===== src/rtl/controlador_jogo_if.sv =====
// Control/status bundle between the memory-game controller and its datapath.
// Latency: none, wires only.
// Backpressure: none; every signal is a level or single-cycle pulse.
interface controlador_jogo_if;
    // status into the controller
    logic       iniciar;
    logic       jogada;
    logic       jogada_correta;
    logic       enderecoIgualRodada;
    logic       fimR;
    logic       meioTM;
    logic       fimTM;
    logic       timeout;
    logic       modo2;
    // enables out of the controller
    logic       zeraR;
    logic       contaR;
    logic       zeraE;
    logic       contaE;
    logic       zeraT;
    logic       contaT;
    logic       zeraTM;
    logic       contaTM;
    logic       registraR;
    logic       registraN;
    logic       gravaM;
    logic       acende_leds;
    logic       pronto;
    logic       ganhou;
    logic       perdeu;
    logic       vez_jogador;
    logic       nova_jogada;
    logic [3:0] db_estado;

    modport master (
        input  iniciar, jogada, jogada_correta, enderecoIgualRodada, fimR,
               meioTM, fimTM, timeout, modo2,
        output zeraR, contaR, zeraE, contaE, zeraT, contaT, zeraTM, contaTM,
               registraR, registraN, gravaM, acende_leds, pronto, ganhou,
               perdeu, vez_jogador, nova_jogada, db_estado
    );

    modport slave (
        output iniciar, jogada, jogada_correta, enderecoIgualRodada, fimR,
               meioTM, fimTM, timeout, modo2,
        input  zeraR, contaR, zeraE, contaE, zeraT, contaT, zeraTM, contaTM,
               registraR, registraN, gravaM, acende_leds, pronto, ganhou,
               perdeu, vez_jogador, nova_jogada, db_estado
    );
endinterface


===== src/rtl/controlador_jogo.sv =====
// Moore controller sequencing the memory-game datapath (show, play, record, end).
// Latency: outputs are registered and always match the current state; a press takes 3 cycles.
// Backpressure: none; waits in mostra/apaga/espera_*/fim until the datapath status arrives.
// Optional feature: define TIMEOUT_EN to honour the play-timer timeout.
module controlador_jogo (
    input  logic               clock,
    input  logic               reset,
    controlador_jogo_if.master bus
);

    typedef enum logic [3:0] {
        inicial        = 4'h0,
        preparacao     = 4'h1,
        inicia_rodada  = 4'h2,
        mostra         = 4'h3,
        apaga          = 4'h4,
        proximo_mostra = 4'h5,
        fim_mostra     = 4'h6,
        espera_jogada  = 4'h7,
        registra       = 4'h8,
        compara        = 4'h9,
        proxima_jogada = 4'hA,
        prepara_grava  = 4'hB,
        espera_grava   = 4'hC,
        grava          = 4'hD,
        proxima_rodada = 4'hE,
        fim            = 4'hF
    } estado_t;

    typedef enum logic [1:0] {
        causa_nenhuma = 2'd0,
        causa_vitoria = 2'd1,
        causa_erro    = 2'd2,
        causa_timeout = 2'd3
    } causa_t;

    typedef struct packed {
        logic zera_r;
        logic conta_r;
        logic zera_e;
        logic conta_e;
        logic zera_t;
        logic conta_t;
        logic zera_tm;
        logic conta_tm;
        logic registra_r;
        logic registra_n;
        logic grava_m;
        logic acende_leds;
        logic pronto;
        logic ganhou;
        logic perdeu;
        logic vez_jogador;
        logic nova_jogada;
    } ctl_t;

    estado_t estado, estado_nxt;
    causa_t  causa, causa_nxt;
    logic    primeira;   // first round since preparacao: mode 2 still shows it
    ctl_t    ctl;
    logic    tmo;

`ifdef TIMEOUT_EN
    assign tmo = bus.timeout;
`else
    logic unused_timeout;
    assign unused_timeout = bus.timeout;
    assign tmo = 1'b0;
`endif

    // Output pattern of a state; the cause only matters in fim.
    function automatic ctl_t decodifica(input estado_t e, input causa_t c);
        ctl_t o;
        o = '0;
        case (e)
            preparacao:     begin o.zera_r = 1'b1; o.zera_e = 1'b1; o.registra_n = 1'b1; end
            inicia_rodada:  begin o.zera_e = 1'b1; o.zera_tm = 1'b1; end
            mostra:         begin o.acende_leds = 1'b1; o.conta_tm = 1'b1; end
            apaga:          o.conta_tm = 1'b1;
            proximo_mostra: begin o.conta_e = 1'b1; o.zera_tm = 1'b1; end
            fim_mostra:     begin o.zera_e = 1'b1; o.zera_t = 1'b1; end
            espera_jogada:  begin o.conta_t = 1'b1; o.vez_jogador = 1'b1; end
            registra:       o.registra_r = 1'b1;
            proxima_jogada: begin o.conta_e = 1'b1; o.zera_t = 1'b1; end
            prepara_grava:  begin o.conta_e = 1'b1; o.zera_t = 1'b1; end
            espera_grava:   begin o.conta_t = 1'b1; o.vez_jogador = 1'b1; o.nova_jogada = 1'b1; end
            grava:          o.grava_m = 1'b1;
            proxima_rodada: o.conta_r = 1'b1;
            fim: begin
                o.pronto = 1'b1;
                o.ganhou = (c == causa_vitoria);
                o.perdeu = (c == causa_erro) || (c == causa_timeout);
            end
            default: ;
        endcase
`ifndef TIMEOUT_EN
        // the play timer has no consumer when timeouts are off
        o.conta_t = 1'b0;
`endif
        return o;
    endfunction

    // Next state and end-of-game cause from current state and datapath status.
    always_comb begin
        estado_nxt = estado;
        causa_nxt  = causa;
        case (estado)
            inicial:        if (bus.iniciar) estado_nxt = preparacao;
            preparacao: begin
                estado_nxt = inicia_rodada;
                causa_nxt  = causa_nenhuma;
            end
            inicia_rodada:  estado_nxt = (!bus.modo2 || primeira) ? mostra : fim_mostra;
            mostra:         if (bus.meioTM) estado_nxt = apaga;
            apaga:          if (bus.fimTM) estado_nxt = bus.enderecoIgualRodada ? fim_mostra : proximo_mostra;
            proximo_mostra: estado_nxt = mostra;
            fim_mostra:     estado_nxt = espera_jogada;
            espera_jogada: begin
                if (bus.jogada) begin
                    estado_nxt = registra;
                end else if (tmo) begin
                    estado_nxt = fim;
                    causa_nxt  = causa_timeout;
                end
            end
            registra:       estado_nxt = compara;
            compara: begin
                if (!bus.jogada_correta) begin
                    estado_nxt = fim;
                    causa_nxt  = causa_erro;
                end else if (bus.enderecoIgualRodada && bus.fimR) begin
                    estado_nxt = fim;
                    causa_nxt  = causa_vitoria;
                end else if (bus.enderecoIgualRodada && bus.modo2) begin
                    estado_nxt = prepara_grava;
                end else if (bus.enderecoIgualRodada) begin
                    estado_nxt = proxima_rodada;
                end else begin
                    estado_nxt = proxima_jogada;
                end
            end
            proxima_jogada: estado_nxt = espera_jogada;
            prepara_grava:  estado_nxt = espera_grava;
            espera_grava: begin
                if (bus.jogada) begin
                    estado_nxt = grava;
                end else if (tmo) begin
                    estado_nxt = fim;
                    causa_nxt  = causa_timeout;
                end
            end
            grava:          estado_nxt = proxima_rodada;
            proxima_rodada: estado_nxt = inicia_rodada;
            fim:            if (bus.iniciar) estado_nxt = preparacao;
            default:        estado_nxt = inicial;
        endcase
    end

    // State, cause, first-round flag and output registers; reset clears all outputs at once.
    always_ff @(posedge clock or posedge reset) begin
        if (reset) begin
            estado   <= inicial;
            causa    <= causa_nenhuma;
            primeira <= 1'b1;
            ctl      <= '0;
        end else begin
            estado <= estado_nxt;
            causa  <= causa_nxt;
            ctl    <= decodifica(estado_nxt, causa_nxt);
            if (estado == preparacao)
                primeira <= 1'b1;
            else if (estado == inicia_rodada)
                primeira <= 1'b0;
        end
    end

    assign bus.zeraR       = ctl.zera_r;
    assign bus.contaR      = ctl.conta_r;
    assign bus.zeraE       = ctl.zera_e;
    assign bus.contaE      = ctl.conta_e;
    assign bus.zeraT       = ctl.zera_t;
    assign bus.contaT      = ctl.conta_t;
    assign bus.zeraTM      = ctl.zera_tm;
    assign bus.contaTM     = ctl.conta_tm;
    assign bus.registraR   = ctl.registra_r;
    assign bus.registraN   = ctl.registra_n;
    assign bus.gravaM      = ctl.grava_m;
    assign bus.acende_leds = ctl.acende_leds;
    assign bus.pronto      = ctl.pronto;
    assign bus.ganhou      = ctl.ganhou;
    assign bus.perdeu      = ctl.perdeu;
    assign bus.vez_jogador = ctl.vez_jogador;
    assign bus.nova_jogada = ctl.nova_jogada;
    assign bus.db_estado   = estado;

endmodule


===== src/flat_wrapper.sv =====
// flat-port wrapper written by rule: the top's interface ports become plain ports
module controlador_jogo_flat 
  (clock, reset, bus_iniciar, bus_jogada, bus_jogada_correta, bus_enderecoIgualRodada, bus_fimR, bus_meioTM, bus_fimTM, bus_timeout, bus_modo2, bus_zeraR, bus_contaR, bus_zeraE, bus_contaE, bus_zeraT, bus_contaT, bus_zeraTM, bus_contaTM, bus_registraR, bus_registraN, bus_gravaM, bus_acende_leds, bus_pronto, bus_ganhou, bus_perdeu, bus_vez_jogador, bus_nova_jogada, bus_db_estado);
  controlador_jogo_if bus_i ();
  input  logic clock;
  input  logic reset;
  input wire logic [$bits(bus_i.iniciar)-1:0] bus_iniciar;
  input wire logic [$bits(bus_i.jogada)-1:0] bus_jogada;
  input wire logic [$bits(bus_i.jogada_correta)-1:0] bus_jogada_correta;
  input wire logic [$bits(bus_i.enderecoIgualRodada)-1:0] bus_enderecoIgualRodada;
  input wire logic [$bits(bus_i.fimR)-1:0] bus_fimR;
  input wire logic [$bits(bus_i.meioTM)-1:0] bus_meioTM;
  input wire logic [$bits(bus_i.fimTM)-1:0] bus_fimTM;
  input wire logic [$bits(bus_i.timeout)-1:0] bus_timeout;
  input wire logic [$bits(bus_i.modo2)-1:0] bus_modo2;
  output wire logic [$bits(bus_i.zeraR)-1:0] bus_zeraR;
  output wire logic [$bits(bus_i.contaR)-1:0] bus_contaR;
  output wire logic [$bits(bus_i.zeraE)-1:0] bus_zeraE;
  output wire logic [$bits(bus_i.contaE)-1:0] bus_contaE;
  output wire logic [$bits(bus_i.zeraT)-1:0] bus_zeraT;
  output wire logic [$bits(bus_i.contaT)-1:0] bus_contaT;
  output wire logic [$bits(bus_i.zeraTM)-1:0] bus_zeraTM;
  output wire logic [$bits(bus_i.contaTM)-1:0] bus_contaTM;
  output wire logic [$bits(bus_i.registraR)-1:0] bus_registraR;
  output wire logic [$bits(bus_i.registraN)-1:0] bus_registraN;
  output wire logic [$bits(bus_i.gravaM)-1:0] bus_gravaM;
  output wire logic [$bits(bus_i.acende_leds)-1:0] bus_acende_leds;
  output wire logic [$bits(bus_i.pronto)-1:0] bus_pronto;
  output wire logic [$bits(bus_i.ganhou)-1:0] bus_ganhou;
  output wire logic [$bits(bus_i.perdeu)-1:0] bus_perdeu;
  output wire logic [$bits(bus_i.vez_jogador)-1:0] bus_vez_jogador;
  output wire logic [$bits(bus_i.nova_jogada)-1:0] bus_nova_jogada;
  output wire logic [$bits(bus_i.db_estado)-1:0] bus_db_estado;
  assign bus_i.iniciar = bus_iniciar;
  assign bus_i.jogada = bus_jogada;
  assign bus_i.jogada_correta = bus_jogada_correta;
  assign bus_i.enderecoIgualRodada = bus_enderecoIgualRodada;
  assign bus_i.fimR = bus_fimR;
  assign bus_i.meioTM = bus_meioTM;
  assign bus_i.fimTM = bus_fimTM;
  assign bus_i.timeout = bus_timeout;
  assign bus_i.modo2 = bus_modo2;
  assign bus_zeraR = bus_i.zeraR;
  assign bus_contaR = bus_i.contaR;
  assign bus_zeraE = bus_i.zeraE;
  assign bus_contaE = bus_i.contaE;
  assign bus_zeraT = bus_i.zeraT;
  assign bus_contaT = bus_i.contaT;
  assign bus_zeraTM = bus_i.zeraTM;
  assign bus_contaTM = bus_i.contaTM;
  assign bus_registraR = bus_i.registraR;
  assign bus_registraN = bus_i.registraN;
  assign bus_gravaM = bus_i.gravaM;
  assign bus_acende_leds = bus_i.acende_leds;
  assign bus_pronto = bus_i.pronto;
  assign bus_ganhou = bus_i.ganhou;
  assign bus_perdeu = bus_i.perdeu;
  assign bus_vez_jogador = bus_i.vez_jogador;
  assign bus_nova_jogada = bus_i.nova_jogada;
  assign bus_db_estado = bus_i.db_estado;
  controlador_jogo u_core (.clock(clock), .reset(reset), .bus(bus_i));
endmodule

===== config.mk =====
export PLATFORM = sky130hd
export DESIGN_NAME = controlador_jogo_flat
export DESIGN_NICKNAME = d
export VERILOG_FILES = /design/src/rtl/controlador_jogo_if.sv /design/src/rtl/controlador_jogo.sv /design/src/flat_wrapper.sv
export SDC_FILE = /design/constraint.sdc
export NUM_CORES = 1
export LEC_CHECK = 0
export ABC_AREA = 1
export BUFFER_PORTS_ARGS = -buffer_cell sky130_fd_sc_hd__buf_2
export CAP_MARGIN = 10
export CELL_PAD_IN_SITES_DETAIL_PLACEMENT = 0
export CELL_PAD_IN_SITES_GLOBAL_PLACEMENT = 2
export CORE_MARGIN = 2
export CORE_UTILIZATION = 27
export DETAILED_ROUTE_END_ITERATION = 8
export GPL_ROUTABILITY_DRIVEN = 0
export PLACE_DENSITY = 0.84
export SLEW_MARGIN = 20
export SYNTH_ARGS = -nofsm -noshare
export SYNTH_HDL_FRONTEND = slang
export SYNTH_SLANG_ARGS = --single-unit
export TNS_END_PERCENT = 10

===== constraint.sdc =====
create_clock -name clock -period 1.6 [get_ports clock]
set_input_delay 0.4 -clock clock [delete_from_list [all_inputs] [get_ports clock]]
set_output_delay 0.4 -clock clock [all_outputs]
set_load 0.01 [all_outputs]

; ---- Yosys cells after proc, flatten, opt, wreduce, memory -nomap -nowiden
; Cells that the tools add are included.
; W data, S select, Z words.
[word_totals]
regBits = 22
wordCells = 96
inputBits = 11
out_inout_bits = 21
[op_classes]
n_reduce_logical = 16
n_eq_ne = 32
muxes = 30
[ops]
columns = op, n
row1 = $eq A4 B4 Y1 const B, 15
row2 = $pmux W4 S13, 1
row3 = $eq A4 B3 Y1 const B, 8
row4 = $mux W4, 8
row5 = $eq A4 B2 Y1 const B, 4
row6 = $mux W1, 14
row7 = $reduce_or A2 Y1, 6
row8 = $mux W3, 3
row9 = $reduce_or A3 Y1, 3
row10 = $eq A4 B1 Y1 const B, 2
row11 = $mux W2, 3
row12 = $eq A2 B2 Y1 const B, 2
row13 = $logic_not A4 Y1, 1
row14 = $pmux W2 S2, 1
row15 = $eq A2 B1 Y1 const B, 1
row16 = $logic_and A1 B1 Y1, 2
row17 = $logic_or A1 B1 Y1, 2
row18 = $reduce_bool A2 Y1, 1
row19 = $logic_not A1 Y1, 1

; ---- Depth between registers and ports, before layout
; Gate-level depths: netlist (run 1).
[logic_depth]
depth_word = 8
mapped_depth = 12
mapped_depth_nobuf = 12

; ---- Worst setup path before layout (run 1)
; Ideal clock, no wire load.
[synth_path]
path_type = register -> register
start = register u_core.estado[2], in the netlist u_core.bus.db_estado[2]
end = register u_core.ctl, in the netlist u_core.bus.contaTM
setup_ns = 0.118
synth_period_minus_slack_ns = 1.495
t_required_ns = 1.482
slack_ns = 0.105
t_arrival_ns = 1.377
path_stages_with_launch = 11
n_path_buf = 0
path_cell_list = dfrtp_1 > nand2_1 > inv_1 > nand3b_1 > nand2_1 > nor2_1 > nand3_2 > nand2_2 > inv_1 > nand2_1 > nand2_1
[synth_via]
elab_chain_len = 6
elab_cells_between_ends = 29
cone_classes = eq/ne: 17 / mux: 7 / reduce/logical: 5
[synth_lines]
columns = item, line
row1 = start: declaration, controlador_jogo.sv:57  ; estado_t estado, estado_nxt;
row2 = start signal: assignment, controlador_jogo.sv:162  ; estado <= inicial;
row3 = start signal: assignment, controlador_jogo.sv:167  ; estado <= estado_nxt;
row4 = "$eq A4 B4 Y1, or another cell as far along", controlador_jogo.sv:107  ; case (estado)
row5 = $reduce_or A2 Y1 (no line), --
row6 = $pmux W4 S13 *, controlador_jogo.sv:107
row7 = named net u_core.estado_nxt[1], controlador_jogo.sv:57
row8 = $eq A4 B3 Y1 / $eq A4 B2 Y1 (equally long branches), controlador_jogo.sv:75  ; case (e)
row9 = $reduce_or A2 Y1 (no line) *, --
row10 = $mux W1 *, controlador_jogo.sv:75
row11 = end signal: assignment, controlador_jogo.sv:169  ; ctl <= decodifica(estado_nxt, causa_nxt);
row12 = end: declaration, controlador_jogo.sv:60  ; ctl_t ctl;
; Mark *: on every way through the listed nets, which the timed path passes. The rest lies on a longest branch.
; A chain may end at the register's enable or synchronous reset.

; ---- Worst setup path in the final report (run 1)
[layout_path]
start = register u_core.estado[0], in the netlist u_core.bus.db_estado[0]
end = register u_core.ctl, in the netlist u_core.bus.zeraE
[layout_via]
elab_chain_len = 6
elab_cells_between_ends = 30
cone_classes = eq/ne: 18 / mux: 7 / reduce/logical: 5
[layout_lines]
columns = item, line
row1 = "$eq A4 B4 Y1, or another cell as far along", controlador_jogo.sv:107
row2 = $reduce_or A2 Y1 (no line), --
row3 = $pmux W4 S13 *, controlador_jogo.sv:107
row4 = "$eq A4 B1 Y1, or another cell as far along", controlador_jogo.sv:75
row5 = $reduce_or A3 Y1 (no line) *, --
row6 = $mux W1 *, controlador_jogo.sv:75
; Every way passes the cells marked *; elsewhere a longest branch is shown, timed or not.

==> results of run 1 <==
[kinds of logic after synthesis]
logic type	synth area share (%)
AO/OA/AOI/OAI	4.59
buffers and inverters	10.3
other	0.313
AND/OR/NAND/NOR	38.7
flip-flops	46.0
[cells in the final DEF, fill, tap and decap left out, types with 7 or more instances in the layout]
master	instances
buf_2	29
buf_4	27
dfrtp_1	17
inv_1	20
inv_2	7
nand2_1	39
nand2_2	13
nand3_1	7
nor2_1	16
nor2_2	9
nor2_4	9
o21ai_0	7
[registers in the layout, indices dropped and copies added (netlist names)]
| name | flops |
|---|---|
| u_core.bus.ganhou | 1 |
| u_core.primeira | 1 |
| u_core.bus.db_estado | 4 |
| u_core.bus.perdeu | 1 |
| u_core.bus.pronto | 1 |
| u_core.bus.contaE | 1 |
| u_core.bus.contaR | 1 |
| u_core.causa | 2 |
| u_core.bus.zeraR | 1 |
| u_core.bus.nova_jogada | 1 |
| u_core.bus.acende_leds | 1 |
| u_core.bus.zeraT | 1 |
| u_core.bus.contaTM | 1 |
| u_core.bus.zeraTM | 1 |
| u_core.bus.gravaM | 1 |
| u_core.bus.registraR | 1 |
| u_core.bus.zeraE | 1 |
| u_core.bus.vez_jogador | 1 |
[layer usage]
| metal | routed length (um) | part of all wire, % |
|---|---|---|
| met3 | 111 | 3.4 |
| met1 | 1560 | 48 |
| met5 | 0 | 0 |
| met2 | 1590 | 49 |
| met4 | 14 | 0.43 |
[worst paths after layout]
check,end,slack (ps)
worst max-delay path,u_core.bus.zeraE,30
worst min-delay path,u_core.bus.zeraTM,70
worst max register to register,u_core.bus.zeraE,30
worst min register to register,u_core.primeira,530
max in group asynchronous,u_core.primeira,1030
min in group clock,u_core.causa[0],440
[final cells by class]
type | count | area share [%]
clock inverters | 1 | 1.61
repair buffers | 57 | 19.2
multi-input cells | 121 | 37.6
clock buffers | 3 | 2.21
flip-flops and latches | 22 | 29.8
inverters | 29 | 6.09
well taps | 52 | 3.48
[report_power, final]
part / switching, mW / total [mW] / internal [mW]
clock: 0.180 / 0.514 / 0.334
combinational: 1.38 / 2.31 / 0.936
sequential: 0.165 / 0.907 / 0.742
[per-stage QoR]
step	worst slack (ps)	instances	instance area (um^2)	util, %	power [mW]
after floorplan	105	174	1200	-	1.92
after global placement	-124	273	1540	35.7	2.55
after detailed placement	-85.1	273	1540	35.7	2.55
after CTS	1.02	279	1650	38.3	3.16
after global routing	-93.9	285	1870	43.2	4.05
final	32.0	285	1870	43.2	3.73
[timing repair]
item	CTS	global route
hold buffers	0	0
gates resized for setup	11	55
pin swaps	3	25
buffers inserted	2	6
setup endpoints to repair	11	12
==> qor.yml, run 1 <==
status: "complete, no violations"
syn_nets: 185
crit_path_top_delay_cell: "dfrtp_2"
yosysUniqueCellTypes: 17
worst-path-max-fanout: 8
min_path_type: "in -> async"
insertion_delay_ps: 260
finalSetupViolations: 0
yosysSeqAreaShare_pct: 46.0
ys_ff_latch: 22
gr-usage-met2_pct: 21.6
crit_path_start_kind: "register"
async_flop_share_pct: 100
syn2layout_area_growth_pct: 55.9
final_nets: 245
clock.fmax_ghz: 0.638
cts_buffers: 3
synth.avg_cell_area_um2: 6.89
critical_path_arrival_ps: 1770
yosysTopAreaCell: "dfrtp_1"
synthTopCellsByArea: "dfrtp_1 44%, nand2_1 17%, nor2_1 9.7%"
synth-edff-count: 0
crit_path_frequent_cell: "nand2_2"
die_h_um: 70.6
io_pins: 32
syn-cell-area_um2: 1200
path_class: "reg -> reg"
drtPass1Iterations: 4
leakage_nw: 1.11
synthTopCellsByCount: "53 x nand2_1, 31 x nor2_1, 26 x inv_1"
row_count: 24
setup.worst_path.start: "u_core.bus.db_estado[0]"
dp_hpwl_mm: 2.48
wl_per_cell_um: 11.5
io_buffers: 29
rsz0062_at_grt: "true"
antenna_found_initial: 0
finalCritPeriodShare_pct: 98.0
path_depth: 11
hold_viol: 0
netlist.area_leader.share_pct: 43.8
yosysMostFrequentCell: "nand2_1"
grtUsageMet3_pct: 2.28
vias_per_cell: 4.34
start_util_pct: 27.7
fill_cells: 472
cap_violations: 0
ant_nets: 0
whs_ps: 68.0
grt_util_all_layers_pct: 13.0
critPathBufInv: 3
tns_ps: 0
grt_max_degree: 14
cts.clk_slew.worst_paths_ps: 80
grt_pass1_vias: 1162
cts.path.max_buffers: 2
grt_busiest_layer: "met2"
root_buffer: "clkbuf_8"
critical-path-top-delay-family: "simple AND/OR/NAND/NOR gates"
drtIter0Drc: 54
required_ps: 1800
multi_input_area_um2: 703
overflow: 0
power_density_nw_per_um2: 2000
rr_worst_depth: 11
fin_crit_ps: 1570
clock_sinks: 22
r2r-start: "u_core.bus.db_estado[0]"
fin_worst_skew_ps: 5.16
drive_gt1_share_pct: 50.6
cts_tree: "done"
route.detailed.drc: 0
die_x_um: 70.6
synth_warnings: 0
grt_pass1_wl_mm: 5.23
num_vias: 1236
cp-end-kind: "register"
yosys_most_used_dff: "dfrtp_1"
die_area_um2: 4990
crit_chain: "nand2_2 > inv_4 > nand3b_1 > nand2_2 > nor2_4 > inv_2 > nor2_4 > nand2_2 > inv_1 > nand2_1 > nand2_1"
cpPeakStageDelay_ps: 510
insertedDiodeCount: 0
htreeDepth: 1
coreArea_um2: 4320
postSynthCellCount: 174
slew_viol_final: 0
use_met1_pct: 18.5
routed_wl_mm: 3.27
final-seq-area_um2: 557
peakVddDrop_mv: 0.777
(Power assumes the default switching activity.)
==> inputs of run 2 (changes only) <==
Settings changed: SETUP_SLACK_MARGIN set to 0.4.
==> run 2 against run 1 <==
Critical path depth down 1. Cell area decreased by 5.1%. Clock power about the same. Clock skew decreased by 2.4 ps. Combinational power down 5%. Worst hold slack gained 90 ps. Largest power group unchanged. Highest routed layer unchanged.
==> qor.yml, run 2 (synthesis gave the netlist of run 1 again) <==
status: "complete, no violations"
fin_area_um2: 1770
detailed_place.area_um2: 1470
dp_hpwl_mm: 2.46
die_x_um: 70.6
htreeDepth: 1
drtIter0Drc: 46
peakVddDrop_mv: 0.767
power_density_nw_per_um2: 2040
insertion_delay_ps: 260
grt_max_degree: 23
crit_end: "u_core.bus.zeraT"
critPathBufInv: 2
crit_path_frequent_cell: "nand2_1"
seqPwrFrac_pct: 25.3
path_depth: 10
p_int_mw: 1.96
critical-path-top-delay-family: "simple AND/OR/NAND/NOR gates"
num_vias: 1173
path_class: "reg -> reg"
crit_chain: "nand2_4 > inv_4 > nand3b_1 > nand2_2 > nor2_4 > inv_1 > nor2_2 > nor2_1 > nand2_1 > nand2_1"
r2r-start: "u_core.bus.db_estado[3]"
whs_ps: 158
required_ps: 1750
r2r_setup_slack_ps: 50
io_buffers: 29
start_util_pct: 27.7
vias_per_cell: 4.28
drive_gt1_share_pct: 46.4
power.switching_mw: 1.66
syn2layout_area_growth_pct: 48.0
critical_path_arrival_ps: 1700
routed_wl_mm: 3.17
grt_pass1_vias: 1154
root_buffer: "clkbuf_8"
worst_slack_ps: 52.4
antenna_found_initial: 0
coreArea_um2: 4320
fin_util_pct: 41.0
pre_cts_slack_ps: -31.5
clock.fmax_ghz: 0.646
grt_util_all_layers_pct: 13.4
clock_sinks: 22
cap_violations: 0
p_comb_share_pct: 60.5
fin_crit_ps: 1550
die_area_um2: 4990
tns_ps: 0
die_h_um: 70.6
route.detailed.drc: 0
rsz0062_at_grt: "true"
worstReg2RegEnd: "u_core.bus.zeraT"
worst-path-max-fanout: 6
overflow: 0
final_cell_mix: "42 x nand2_1, 29 x buf_2, 20 x inv_1"
cts.path.max_buffers: 2
layout_commonest_cell: "nand2_1"
setup.worst_path.start: "u_core.bus.db_estado[3]"
largest_reg_flops: 4
wl_per_cell_um: 11.6
drtPass1Iterations: 4
crit_path_start_kind: "register"
min_path_type: "in -> async"
finalCritPeriodShare_pct: 96.7
row_count: 24
grt_pass1_wl_mm: 5.33
fill_cells: 496
swShare_pct: 45.8
rr_worst_depth: 10
finalSetupViolations: 0
cp-end-kind: "register"
cts.clk_slew.worst_paths_ps: 80
cts-hold-fix-buffers: 0
slew_viol_final: 0
cts_buffers: 3
fin_worst_skew_ps: 2.73
cts_tree: "done"
crit_path_top_delay_cell: "dfrtp_2"
ant_nets: 0
insertedDiodeCount: 0
cpPeakStageDelay_ps: 500
final_nets: 234
io_pins: 32
pwr-share-clk_pct: 14.2
hold_viol: 0
leakage_nw: 1.04
## run 2: timing repair
action,4_1_cts,5_1_grt
pin swaps,8,13
buffers inserted,4,5
setup endpoints to repair,22,26
hold endpoints to repair,0,0
gates resized for setup,20,33
## run 2: worst min-delay path by stage
stage                                        end  slack (ps)  cells after the start
after floorplan           u_core.bus.acende_leds         390                      1
after global placement         u_core.bus.pronto         440                      3
after detailed placement       u_core.bus.pronto         450                      3
after CTS                       u_core.bus.zeraR         160                      3
after global routing            u_core.bus.zeraE         180                      3
final                          u_core.bus.contaE         160                      3
## run 2: power by group through the flow
stage / Combinational, mW / Clock (mW) / Sequential [mW]
6_report: 2.19 / 0.513 / 0.916
3_5_place_dp: 1.56 / 0 / 0.893
4_1_cts: 1.79 / 0.529 / 0.910
3_3_place_gp: 1.55 / 0 / 0.892
2_1_floorplan: 1.03 / 0 / 0.922
5_1_grt: 2.48 / 0.548 / 0.942
## run 2: per-stage QoR
step	cells	total power [mW]
finish	274	3.62
floorplan	174	1.96
CTS	269	3.23
global route	274	3.97
detailed placement	261	2.46
global placement	261	2.45
## run 2: layer usage
layer  share of wire, %  global-route usage, %  wire (um)
met2                 48                   22.0       1520
met5                  0                      0          0
met1                 46                   18.4       1460
met3                5.5                   3.28        175
met4               0.25                   1.89          8
## run 2: worst register-to-register path, cell delays in order (launching register included)
cell and delay [ps]:
dfrtp_2 500, nand2_4 140, inv_4 60, nand3b_1 140
nand2_2 90, nor2_4 140, inv_1 60, nor2_2 120
nor2_1 80, nand2_1 60, nand2_1 50
## run 2: layout make-up
| class | count | area, um^2 | area share (%) |
|---|---|---|---|
| clock buffer | 3 | 41.3 | 2.33 |
| sequential | 22 | 557 | 31.4 |
| timing repair buffer | 46 | 280 | 15.8 |
| inverter | 29 | 119 | 6.70 |
| tap | 52 | 65.1 | 3.67 |
| clock inverter | 1 | 30.0 | 1.69 |
| multi-input combinational | 121 | 682 | 38.4 |
==> inputs of run 3 (changes only) <==
==> constraint.sdc (replaced) <==
create_clock -name clock -period 1.6 [get_ports clock]
set_input_delay 0.08 -clock clock [delete_from_list [all_inputs] [get_ports clock]]
set_output_delay 0.08 -clock clock [all_outputs]
set_load 0.01 [all_outputs]
==> run 3 against run 2 <==
The flow now finishes with violations (setup timing). Critical endpoint is now u_core.bus.contaTM. Clock skew decreased by 0.56 ps. Via count is 4.7% higher. Setup slack got worse by 56 ps. Cell area is 6.5% higher. Highest routed layer unchanged. Clock power decreased by 22%. Worst hold slack better by 27 ps. Total power up 4.5%. Sequential power about the same. Largest cell class unchanged. Die area is the same. Critical path depth did not move. Sequential share of layout area shrank 1.9 points.
==> qor.yml, run 3 (synthesis gave the netlist of run 1 again) <==
slew_viol_final: 0
placed_cells: 262
required_ps: 1760
grt_max_degree: 13
violations: "setup timing"
wl_per_cell_um: 11.7
power_density_nw_per_um2: 2000
peakVddDrop_mv: 0.710
cts.path.max_buffers: 2
largest_reg_flops: 4
worstReg2RegEnd: "u_core.bus.contaTM"
crit_path_start_kind: "register"
cp-end-kind: "register"
tns_ps: -4.02
cts.clk_slew.worst_paths_ps: 80
swShare_pct: 48.9
die_area_um2: 4990
detailed_place.area_um2: 1470
die_h_um: 70.6
num_vias: 1228
fin_worst_skew_ps: 2.18
cts_tree: "done"
hold_viol: 0
met1_length_mm: 1.56
vias_per_cell: 4.40
dp_hpwl_mm: 2.39
min_delay_worst_endpoint: "u_core.causa[0]"
route.detailed.drc: 0
drive_gt1_share_pct: 54.2
finalSetupViolations: 1
power.switching_mw: 1.85
root_buffer: "clkbuf_8"
insertion_delay_ps: 260
path_class: "reg -> reg"
io_buffers: 29
finalCritPeriodShare_pct: 100
pwr-share-clk_pct: 10.6
final_nets: 239
r2r-start: "u_core.bus.db_estado[0]"
seqPwrFrac_pct: 24.1
drtIter0Drc: 33
min_path_type: "in -> reg"
critical_path_arrival_ps: 1760
coreArea_um2: 4320
worst_slack_ps: -4.02
htreeDepth: 1
io_pins: 32
worstHoldStart: "bus_jogada_correta"
cap_violations: 0
clock.fmax_ghz: 0.623
syn2layout_area_growth_pct: 57.6
die_x_um: 70.6
grt_pass1_vias: 1163
p_comb_share_pct: 65.3
insertedDiodeCount: 0
fin_util_pct: 43.7
wl_met2_mm: 1.58
routed-wl-met3_um: 94
cts_buffers: 3
row_count: 24
fin_crit_ps: 1600
clock_sinks: 22
stdcell_count: 279
antenna_found_initial: 0
start_util_pct: 27.7
fin_area_um2: 1890
final_cell_mix: "36 x nand2_1, 29 x buf_2, 17 x inv_1, 17 x buf_4, 17 x dfrtp_1"
rsz0062_at_grt: "true"
grt_pass1_wl_mm: 5.48
p_int_mw: 1.94
fill_cells: 462
routed_wl_mm: 3.27
drtPass1Iterations: 4
ant_nets: 0
status: "complete, but fails checks"
top_layer: "met4"
leakage_nw: 1.10
rr_worst_depth: 10
worst-path-max-fanout: 7
layout_commonest_cell: "nand2_1"
hold_path_depth: 3
grt_util_all_layers_pct: 13.8
r2r_setup_slack_ps: -4
overflow: 0
==> run 3: per-stage QoR <==
stage | hold slack [ps] | setup WS (ps) | power [mW]
floorplan | 68.2 | 241 | 1.96
global route | 180 | -101 | 4.10
global placement | 89.6 | -20.3 | 2.45
detailed placement | 84.2 | 7.66 | 2.44
CTS | 107 | 42.4 | 2.99
finish | 185 | -4.02 | 3.79
==> run 3: final cells by class <==
type / count / area [um^2] / area share [%]
Clock buffer: 4 / 55.1 / 2.91
Inverter: 29 / 116 / 6.16
Multi-Input combinational cell: 121 / 768 / 40.7
Sequential cell: 22 / 557 / 29.5
Tap cell: 52 / 65.1 / 3.44
Timing Repair Buffer: 51 / 328 / 17.4
==> run 3: worst max path at each step <==
stage	startpoint	end	slack, ps	cells after the start
after global routing	u_core.bus.db_estado[2]	u_core.bus.contaTM	-100	11
after CTS	u_core.bus.db_estado[0]	u_core.bus.contaTM	40	10
final	u_core.bus.db_estado[0]	u_core.bus.contaTM	-4	10
after detailed placement	u_core.bus.db_estado[1]	u_core.bus.contaTM	8	10
after global placement	u_core.bus.db_estado[1]	u_core.bus.contaTM	-20	10
after floorplan	u_core.bus.db_estado[2]	u_core.bus.contaTM	240	10
==> run 3: metal layers <==
layer,GRT usage [%],vias to the layer above
met1,18.7,568
met5,0,-
met3,2.85,6
met4,4.19,0
li1,-,632
met2,22.3,22
==> run 3: power groups by stage <==
stage | clock, mW | combinational, mW | sequential (mW)
6_report | 0.401 | 2.47 | 0.913
5_1_grt | 0.436 | 2.73 | 0.939
4_1_cts | 0.410 | 1.69 | 0.898
3_5_place_dp | 0 | 1.55 | 0.889
3_3_place_gp | 0 | 1.56 | 0.898
2_1_floorplan | 0 | 1.03 | 0.922
==> run 3: repair_timing <==
action,4_1_cts,5_1_grt
gates resized for setup,18,63
pin swaps,6,27
buffers inserted,2,10
hold buffers,1,0
setup endpoints to repair,17,20
hold endpoints to repair,21,0
==> run 3: worst max-delay path: stages, from the launching register on <==
cell and delay (ps):
dfrtp_2 500, nand2_2 120, inv_4 60, nand3b_1 140
nand3_1 110, nor2_2 140, nand3_4 150, nand2_4 130
inv_2 40, nand2_2 50, nand2_1 50
